[src/rtl/truth_table_scanner.sv]
// truth_table_scanner
// Drives every input vector 0..2**N_IN-1 into a combinational block, waits
// SETTLE cycles for it to settle, samples its single output, and builds the
// captured truth table. The capture is compared bit-by-bit against a reference
// table latched at start; the mismatch count and a pass flag are reported
// together with a one-cycle done pulse.
module truth_table_scanner #(
    parameter int N_IN   = 4,
    parameter int SETTLE = 1
) (
    input  logic                   clk,
    input  logic                   rst,
    input  logic                   start,
    input  logic [(1<<N_IN)-1:0]   expected,
    output logic [N_IN-1:0]        dut_in,
    input  logic                   dut_y,
    output logic                   busy,
    output logic                   done,
    output logic [(1<<N_IN)-1:0]   table_out,
    output logic [N_IN:0]          mismatch_cnt,
    output logic                   pass
);

    localparam int TW = 1 << N_IN;
    // Settle counter only needs to hold SETTLE; keep at least one bit so the
    // SETTLE=0 build still elaborates cleanly.
    localparam int SW = (SETTLE > 0) ? $clog2(SETTLE + 1) : 1;
    localparam logic [SW-1:0]   SETTLE_LD = SW'(SETTLE);
    localparam logic [SW-1:0]   SETTLE_ONE = SW'(1);
    localparam logic [N_IN:0]   CNT_MAX = (N_IN + 1)'(TW);
    localparam logic [N_IN:0]   CNT_ONE = (N_IN + 1)'(1);
    localparam logic [N_IN-1:0] IDX_ONE = N_IN'(1);

    typedef enum logic [1:0] {
        S_IDLE    = 2'd0,
        S_WAIT    = 2'd1,
        S_CAPTURE = 2'd2,
        S_DONE    = 2'd3
    } state_t;

    state_t            state_q, state_d;
    logic [N_IN-1:0]   idx_q, idx_d;
    logic [SW-1:0]     settle_q, settle_d;
    logic [TW-1:0]     exp_q, exp_d;
    logic [TW-1:0]     table_q, table_d;
    logic [N_IN:0]     cnt_q, cnt_d;
    logic              busy_q, busy_d;
    logic              done_q, done_d;
    logic              pass_q, pass_d;
    logic              last_vec;
    logic              bit_miss;

    // The terminal-vector test is done on the current index, before any
    // increment, so idx never wraps back to 0 inside a scan.
    assign last_vec = &idx_q;
    assign bit_miss = (dut_y != exp_q[idx_q]);

    // State register
    always_ff @(posedge clk or posedge rst) begin
        if (rst) begin
            state_q <= S_IDLE;
        end else begin
            state_q <= state_d;
        end
    end

    // Next-state logic
    always_comb begin
        state_d = state_q;
        case (state_q)
            S_IDLE: begin
                if (start) begin
                    if (SETTLE > 0) state_d = S_WAIT;
                    else            state_d = S_CAPTURE;
                end
            end
            S_WAIT: begin
                if (settle_q == SETTLE_ONE) state_d = S_CAPTURE;
            end
            S_CAPTURE: begin
                if (last_vec) begin
                    state_d = S_DONE;
                end else if (SETTLE > 0) begin
                    state_d = S_WAIT;
                end else begin
                    state_d = S_CAPTURE;
                end
            end
            S_DONE: begin
                state_d = S_IDLE;
            end
            default: state_d = S_IDLE;
        endcase
    end

    // Datapath and output next-values for each state
    always_comb begin
        idx_d    = idx_q;
        settle_d = settle_q;
        exp_d    = exp_q;
        table_d  = table_q;
        cnt_d    = cnt_q;
        busy_d   = busy_q;
        done_d   = 1'b0;
        pass_d   = pass_q;
        case (state_q)
            S_IDLE: begin
                if (start) begin
                    exp_d    = expected;
                    table_d  = '0;
                    cnt_d    = '0;
                    pass_d   = 1'b0;
                    idx_d    = '0;
                    busy_d   = 1'b1;
                    settle_d = SETTLE_LD;
                end
            end
            S_WAIT: begin
                settle_d = settle_q - SETTLE_ONE;
            end
            S_CAPTURE: begin
                table_d[idx_q] = dut_y;
                if (bit_miss && (cnt_q != CNT_MAX)) begin
                    cnt_d = cnt_q + CNT_ONE;
                end
                if (last_vec) begin
                    // pass is taken from the updated count so it already
                    // includes the final vector when done is seen.
                    busy_d = 1'b0;
                    done_d = 1'b1;
                    pass_d = (cnt_d == '0);
                end else begin
                    idx_d    = idx_q + IDX_ONE;
                    settle_d = SETTLE_LD;
                end
            end
            S_DONE: begin
                // Return the driven vector to 0 for the idle period.
                idx_d = '0;
            end
            default: begin
                idx_d = '0;
            end
        endcase
    end

    // Datapath and output registers; everything clears on reset so no
    // partial scan result survives
    always_ff @(posedge clk or posedge rst) begin
        if (rst) begin
            idx_q    <= '0;
            settle_q <= '0;
            exp_q    <= '0;
            table_q  <= '0;
            cnt_q    <= '0;
            busy_q   <= 1'b0;
            done_q   <= 1'b0;
            pass_q   <= 1'b0;
        end else begin
            idx_q    <= idx_d;
            settle_q <= settle_d;
            exp_q    <= exp_d;
            table_q  <= table_d;
            cnt_q    <= cnt_d;
            busy_q   <= busy_d;
            done_q   <= done_d;
            pass_q   <= pass_d;
        end
    end

    assign dut_in       = idx_q;
    assign busy         = busy_q;
    assign done         = done_q;
    assign table_out    = table_q;
    assign mismatch_cnt = cnt_q;
    assign pass         = pass_q;

endmodule

[config.mk]
export PLATFORM = sky130hd
export DESIGN_NAME = truth_table_scanner
export DESIGN_NICKNAME = d
export VERILOG_FILES = /design/src/rtl/truth_table_scanner.sv
export SDC_FILE = /design/constraint.sdc
export NUM_CORES = 1
export LEC_CHECK = 0
export CAP_MARGIN = 20
export CORE_MARGIN = 2
export CORE_UTILIZATION = 45
export CTS_CLUSTER_DIAMETER = 50
export CTS_CLUSTER_SIZE = 30
export DETAILED_ROUTE_END_ITERATION = 8
export HOLD_SLACK_MARGIN = 0.05
export PLACE_DENSITY = 0.71
export SKIP_CTS_REPAIR_TIMING = 1
export SLEW_MARGIN = 0
export SYNTH_ARGS = -nofsm -noshare
export SYNTH_HDL_FRONTEND = slang
export SYNTH_SLANG_ARGS = --single-unit
[constraint.sdc]
create_clock -name clk -period 2.7 [get_ports clk]
set_input_delay 0.405 -clock clk [delete_from_list [all_inputs] [get_ports clk]]
set_output_delay 0.405 -clock clk [all_outputs]
set_load 0.01 [all_outputs]
# After elaboration in Yosys (flattened, before gate mapping)
# Index checks and enable logic that the tools add are counted.
# word_totals
ff_bits	47
out_inout_bits	28
# op_classes
n_reduce_logical	14
add_sub_neg	3
mux	28
n_lt_le_gt_ge	2
n_eq_ne	9
# ops
operator	count
one-hot mux 16 bit (2 select lines)	1
bitwise mux 16 bit	1
2-to-1 mux 16 bit	1
2-to-1 mux 5 bit	3
one-hot mux 4 bit (3 select lines)	1
one-hot mux 5 bit (2 select lines)	1
2-to-1 mux 1 bit	9
AND reduction 3 bit	3
2-to-1 mux 4 bit	2
inequality test 2 bit (second input constant)	4
one-hot mux 2 bit (4 select lines)	1
2-to-1 mux 2 bit	3
AND reduction 2 bit	3
nonzero test 3 bit	2
adder 5 x 1 -> 5 bit (second input constant)	1
zero test 5 bit	1
less-than comparator 4 x 5 -> 1 bit (second input constant)	1
inequality test 5 bit (second input constant)	1
adder 4 x 1 -> 4 bit (second input constant)	1
binary-select mux 1 bit (select 4 bit)	1
demux 1 bit (select 4 bit)	1
equality test 2 bit (second input constant)	2
>= comparator 4 x 1 -> 1 bit (second input constant)	1
one-hot mux 1 bit (2 select lines)	2
8 further kinds	9

# Depth between registers and ports, before layout
# Gate-level depths: netlist of the first run.
# logic_depth
word_depth	9
mapped_depth	7
mapped_depth_nobuf	6

# Least setup slack after synthesis of the first run
# OpenSTA, ideal clock, no wires.
# synth_path
path_type	flip-flop to flip-flop
startpoint	reg idx_q[1], in the netlist dut_in[1]
endpoint	reg cnt_q[3], in the netlist mismatch_cnt[3]
path_slack_ns	0.252
stages_incl_launch_ff	8
setup_time_ns	0.069
period_less_slack_ns	2.448
arrival_ns	2.379
required_time_ns	2.631
path_buffers	2
cell_sequence	dfrtp_1 -> buf_6 -> mux4_2 -> mux4_2 -> xnor2_2 -> buf_6 -> or4_1 -> nand3_1
# synth_via
elab_chain_len	7
# synth_lines
element	line_no	text
start, declared	42	logic [N_IN-1:0] idx_q, idx_d;
start signal, assigned	160	idx_q <= idx_d;
binary-select mux 1 bit (select 4 bit)	56	assign bit_miss = (dut_y != exp_q[idx_q]);
2-to-1 mux 1 bit (implied by the code)	56	
inequality test 1 bit	56	
logical AND 1 bit	123	if (bit_miss && (cnt_q != CNT_MAX)) begin
2-to-1 mux 5 bit	123	
2-to-1 mux 5 bit	106	case (state_q)
one-hot mux 5 bit (2 select lines)	106	
end signal, assigned	164	cnt_q <= cnt_d;
end, declared	46	logic [N_IN:0] cnt_q, cnt_d;
# Every way passes these cells. The select of a mux whose other input is x is not followed.
# A chain may end at the register's enable or synchronous reset.

# Final worst setup path of the first run
# Ends and elaborated chain as after synthesis.

==> results.sh, run 1 <==
export IMPL_outcome="completed"
export IMPL_pwr_share_seq_pct=39.9
export IMPL_drt_iter0_markers=121
export IMPL_r2r_end="mismatch_cnt[3]"
export IMPL_drc_errors=0
export IMPL_post_dp_cell_area_mm2=0.00300
export IMPL_max_freq_mhz=407
export IMPL_cts_buffers=5
export IMPL_synth_area_leaders="dfrtp_1, mux2_1, o211ai_1"
export IMPL_fin_total_pwr_mw=2.77
export IMPL_place_inst=328
export IMPL_worstSetupStartpointType="flop"
export IMPL_num_fill_cells=436
export IMPL_htreeDepth=2
export IMPL_clk_pin_slew_ns=0.09
export IMPL_fin_area_mm2=0.00313
export IMPL_worstSetupEndpointType="flop"
export IMPL_p_sw_mw=0.949
export IMPL_port_buffers=47
export IMPL_syn_num_nets=245
export IMPL_dp_hpwl_um=3630
export IMPL_n_antenna_cell=0
export IMPL_synth_edf_count=0
export IMPL_die_x_um=77.6
export IMPL_synthArstFlopShare_pct=100
export IMPL_numClockSinks=47
export IMPL_area_growth_pct=28.5
export IMPL_synthFlopType="dfrtp_1"
export IMPL_grt_max_degree=26
export IMPL_slew_viol_final=0
export IMPL_synth_top_cell_area_share_pct=48.3
export IMPL_required_ns=2.95
export IMPL_fin_nets=291
export IMPL_hold_viol=0
export IMPL_cap_violations=0
export IMPL_cts_path_max_buffers=2
export IMPL_overflow=0
export IMPL_tns_ns=0
export IMPL_rsz0062_at_grt="false"
export IMPL_start_util_pct=47.1
export IMPL_routed_wl_um=5040
export IMPL_syn_inst=219
export IMPL_crit_type="reg -> reg"
export IMPL_worstRegToRegCells=5
export IMPL_fin_crit_sh_pct=90.9
export IMPL_globalplace_congestion=0.839
export IMPL_die_area_mm2=0.00602
export IMPL_max_slew_margin_pct=65.8
export IMPL_ys_seq_area_share_pct=48.3
export IMPL_drive_gt1_share_pct=12.0
export IMPL_first_pass_iters=5
export IMPL_cp_arrival_ns=2.70
export IMPL_antenna_found_initial=0
export IMPL_syn_area_per_cell_um2=11.1
export IMPL_first_global_vias=1824
export IMPL_p_comb_share_pct=37.6
export IMPL_fin_skew_ns=0.0111
export IMPL_internal_power_mw=1.83
export IMPL_tightest_slew_ns=0.510
export IMPL_clk_latency_ns=0.31
export IMPL_regToRegSetupSlack_ns=0.25
export IMPL_grt_pass1_wl_um=8670
export IMPL_layout_cells_non_filler=336
export IMPL_hp_class="in -> async"
export IMPL_ys_warn_count=0
export IMPL_rows=26
export IMPL_yosys_area_top_type="dfrtp_1"
export IMPL_setup_viol=0
export IMPL_final_cell_mix="dfrtp_1, clkdlybuf4s50_1, nand2_1"
export IMPL_routed_via_density=5.60
export IMPL_ys_seq_elements=47
export IMPL_whs_ns=0.447
export IMPL_ys_types=45
export IMPL_crit_fanout=11
export IMPL_r2r_start="dut_in[1]"
export IMPL_fin_crit_ns=2.45
export IMPL_switching_share_pct=34.2
export IMPL_p_leak_nw=1.26
export IMPL_post_drt_wl_per_cell_um=15.0
export IMPL_dr_total_vias=1881
export IMPL_grtUsageTotal_pct=18.2
export IMPL_ios=48
export IMPL_cts_tree="done"
export IMPL_power_density_mw_per_mm2=886
export IMPL_peakVddDrop_mv=0.495
export IMPL_dieHeight_um=77.6
export IMPL_ant_nets=0
export IMPL_p_clk_share_pct=22.5
export IMPL_coreArea_mm2=0.00517
export IMPL_cts_root_buffer="clkbuf_8"
export IMPL_syn_area_mm2=0.00244
==> power by group through the flow <==
stage,Sequential (mW),Clock (mW),Combinational [mW]
2_1_floorplan,1.05,0,0.804
3_3_place_gp,1.12,0,1.02
3_5_place_dp,1.12,0,1.05
4_1_cts,1.11,0.628,1.06
5_1_grt,1.15,0.663,1.16
6_report,1.11,0.623,1.04
==> registers in the layout, summed over array words and instances (netlist names) <==
name          flops
done              1
state_q           2
pass              1
settle_q          1
table_out        16
dut_in            4
busy              1
exp_q            16
mismatch_cnt      5
==> worst max-delay path, cell delays in order (launching register included) <==
cell     delay, ns
dfrtp_1       0.49
mux4_2        0.56
mux4_2        0.51
xnor2_2       0.25
or4_1         0.51
nand3_1       0.08
==> cells by family (layout without fill, tap and decap cells) <==
kind of cell	after synthesis	in the layout	synth area share (%)
AO/OA/AOI/OAI	59	59	18.6
adder cells (fa/ha/maj)	6	6	3.08
buffers and inverters	28	75	4.98
multiplexers	25	25	13.8
flip-flops	47	47	48.3
AND/OR/NAND/NOR	51	51	9.91
XOR/XNOR	3	3	1.39
==> layer usage <==
layer  GRT usage [%]  vias to the layer above  wire length [µm]
li1                -                      912                 -
met1            25.7                      904              2350
met2            27.9                       57              2390
met3            4.19                        8               239
met4            5.89                        0                63
met5               0                        -                 0
==> Yosys cell counts (all sizes together) (4+ instances only) <==
cell and number:
o311ai 7, mux4 5, o211ai 16, clkbuf 13, o31ai 13, a21oi 4
mux2 18, o41ai 4, buf 4, nand3 7, nand2 23, dfrtp 47
nor2 7, ha 6, inv 11, o21ai 5
==> final cells by class <==
type | count | area, µm² | area share, %
Multi-Input combinational cell | 144 | 1140 | 36.4
Sequential cell | 47 | 1180 | 37.6
Inverter | 11 | 41.3 | 1.32
Clock buffer | 5 | 68.8 | 2.20
Tap cell | 70 | 87.6 | 2.80
Clock inverter | 3 | 67.6 | 2.16
Timing Repair Buffer | 56 | 551 | 17.6
==> worst max-delay path by stage <==
stage               slack (ns)      start              end  cells after the start
floorplan                 0.25  dut_in[1]  mismatch_cnt[3]                      7
global placement          0.30  dut_in[1]  mismatch_cnt[0]                      5
detailed placement        0.22  dut_in[1]  mismatch_cnt[3]                      5
CTS                       0.22  dut_in[1]  mismatch_cnt[3]                      5
global route              0.10  dut_in[1]  mismatch_cnt[0]                      5
finish                    0.25  dut_in[1]  mismatch_cnt[3]                      5
==> per-stage QoR <==
stage	setup WS [ns]	utilization [%]
2_1_floorplan	0.252	-
3_3_place_gp	0.303	57.9
3_5_place_dp	0.223	57.9
4_1_cts	0.216	60.5
5_1_grt	0.101	60.5
6_report	0.245	60.5
(Power assumes the default switching activity.)
==> inputs of run 2 (changes only) <==
SLEW_MARGIN = unset   (was 0)
==> results of run 2 <==
Same layout as run 1: the final DEF is identical, and so are final timing and power.
==> inputs of run 3 (changes only) <==
--- a/config.mk
+++ b/config.mk
@@ -10,3 +10,3 @@
 export CORE_UTILIZATION = 45
-export CTS_CLUSTER_DIAMETER = 50
+export CTS_CLUSTER_DIAMETER = 40
 export CTS_CLUSTER_SIZE = 30
@@ -19 +19,2 @@
 export SYNTH_SLANG_ARGS = --single-unit
+export TNS_END_PERCENT = 1
==> constraint.sdc (replaced) <==
create_clock -name clk -period 2.7 [get_ports clk]
set_input_delay 0.27 -clock clk [delete_from_list [all_inputs] [get_ports clk]]
set_output_delay 0.27 -clock clk [all_outputs]
set_load 0.01 [all_outputs]
==> results.sh, run 3 (same netlist as run 1, synthesis figures left out) <==
export IMPL_utilization_pct=59.7
export IMPL_first_global_vias=1835
export IMPL_post_drt_wl_per_cell_um=15.0
export IMPL_coreArea_mm2=0.00517
export IMPL_cp_arrival_ns=2.65
export IMPL_grtUsageTotal_pct=18.5
export IMPL_cp_common_cell="mux4_2"
export IMPL_cts_tree="done"
export IMPL_slew_viol_final=0
export IMPL_routed_via_density=5.64
export IMPL_tightest_slew_ns=0.484
export IMPL_hp_class="in -> async"
export IMPL_dp_hpwl_um=3720
export IMPL_num_fill_cells=430
export IMPL_grt_max_degree=22
export IMPL_htreeDepth=2
export IMPL_fin_nets=292
export IMPL_rows=26
export IMPL_cts_path_max_buffers=2
export IMPL_die_area_mm2=0.00602
export IMPL_max_freq_mhz=410
export IMPL_cp_num_buf_inv=0
export IMPL_fin_skew_ns=0.0118
export IMPL_drc_errors=0
export IMPL_critical_path_top_delay_family="multiplexers"
export IMPL_r2r_end="mismatch_cnt[0]"
export IMPL_hold_viol=0
export IMPL_crit_path_max_incr_delay_ns=0.55
export IMPL_grt_pass1_wl_um=8760
export IMPL_worstRegToRegCells=5
export IMPL_power_density_mw_per_mm2=847
export IMPL_overflow=0
export IMPL_dr_total_vias=1901
export IMPL_fin_crit_sh_pct=90.4
export IMPL_drt_iter0_markers=156
export IMPL_numClockSinks=47
export IMPL_globalplace_congestion=0.855
export IMPL_antenna_found_initial=0
export IMPL_setup_viol=0
export IMPL_clk_pin_slew_ns=0.09
export IMPL_crit_start="dut_in[1]"
export IMPL_fin_crit_ns=2.44
export IMPL_tns_ns=0
export IMPL_outcome="completed"
export IMPL_crit_slowest_cell="mux4_2"
export IMPL_cap_violations=0
export IMPL_area_growth_pct=26.8
export IMPL_first_pass_iters=4
export IMPL_ant_nets=0
export IMPL_start_util_pct=47.1
export IMPL_drive_gt1_share_pct=12.0
export IMPL_worstSetupEndpointType="flop"
export IMPL_cts_root_buffer="clkbuf_8"
export IMPL_routed_wl_um=5070
export IMPL_die_x_um=77.6
export IMPL_max_slew_margin_pct=67.6
export IMPL_crit_fanout=11
export IMPL_worstPathCellList="mux4_2 -> mux4_2 -> xnor2_2 -> or2_2 -> o311ai_1"
export IMPL_rsz0062_at_grt="false"
export IMPL_cts_buffers=5
export IMPL_worstSetupStartpointType="flop"
export IMPL_dieHeight_um=77.6
export IMPL_final_cell_mix="dfrtp_1, clkdlybuf4s50_1, nand2_1"
export IMPL_peakVddDrop_mv=0.417
export IMPL_p_leak_nw=1.25
export IMPL_regToRegSetupSlack_ns=0.26
export IMPL_crit_type="reg -> reg"
export IMPL_n_antenna_cell=0
export IMPL_r2r_start="dut_in[1]"
export IMPL_ios=48
export IMPL_clk_latency_ns=0.30
export IMPL_port_buffers=47
export IMPL_required_ns=2.91
## run 3: report_power, final
| group | leakage (nW) | switching [mW] | internal [mW] |
|---|---|---|---|
| Combinational | 0.597 | 0.497 | 0.547 |
| Clock | 0.0515 | 0.229 | 0.234 |
| Sequential | 0.603 | 0.201 | 0.908 |
## run 3: how the worst max path moves through the flow
| stage | to | slack (ns) | cells after the start |
|---|---|---|---|
| CTS | mismatch_cnt[0] | 0.24 | 5 |
| detailed placement | mismatch_cnt[0] | 0.25 | 5 |
| finish | mismatch_cnt[0] | 0.26 | 5 |
| global placement | mismatch_cnt[0] | 0.30 | 5 |
| global route | mismatch_cnt[0] | 0.09 | 5 |
| floorplan | mismatch_cnt[3] | 0.25 | 7 |
## run 3: final cells by class
type	instances	area (µm²)	area share, %
repair buffers	57	546	17.7
flip-flops and latches	47	1180	38.1
inverters	11	41.3	1.34
well taps	70	87.6	2.83
multi-input cells	144	1140	36.9
clock buffers	8	100	3.24
## run 3: layer usage
layer  global-route usage (%)  share of wire [%]
met1                     25.2                 46
met2                     28.8                 47
met3                     4.77                5.7
met4                     6.07                1.3
met5                        0                  0
## run 3: metrics by stage
| stage | area, µm² | power (mW) | hold WS (ns) | setup slack [ns] | instances |
|---|---|---|---|---|---|
| 4_1_cts | 3090 | 2.65 | 0.236 | 0.241 | 337 |
| 5_1_grt | 3090 | 2.82 | 0.243 | 0.0943 | 337 |
| 3_3_place_gp | 2990 | 2.15 | 0.461 | 0.302 | 329 |
| 2_1_floorplan | 2440 | 1.86 | 0.402 | 0.252 | 219 |
| 3_5_place_dp | 2990 | 2.18 | 0.471 | 0.247 | 329 |
| 6_report | 3090 | 2.62 | 0.237 | 0.258 | 337 |
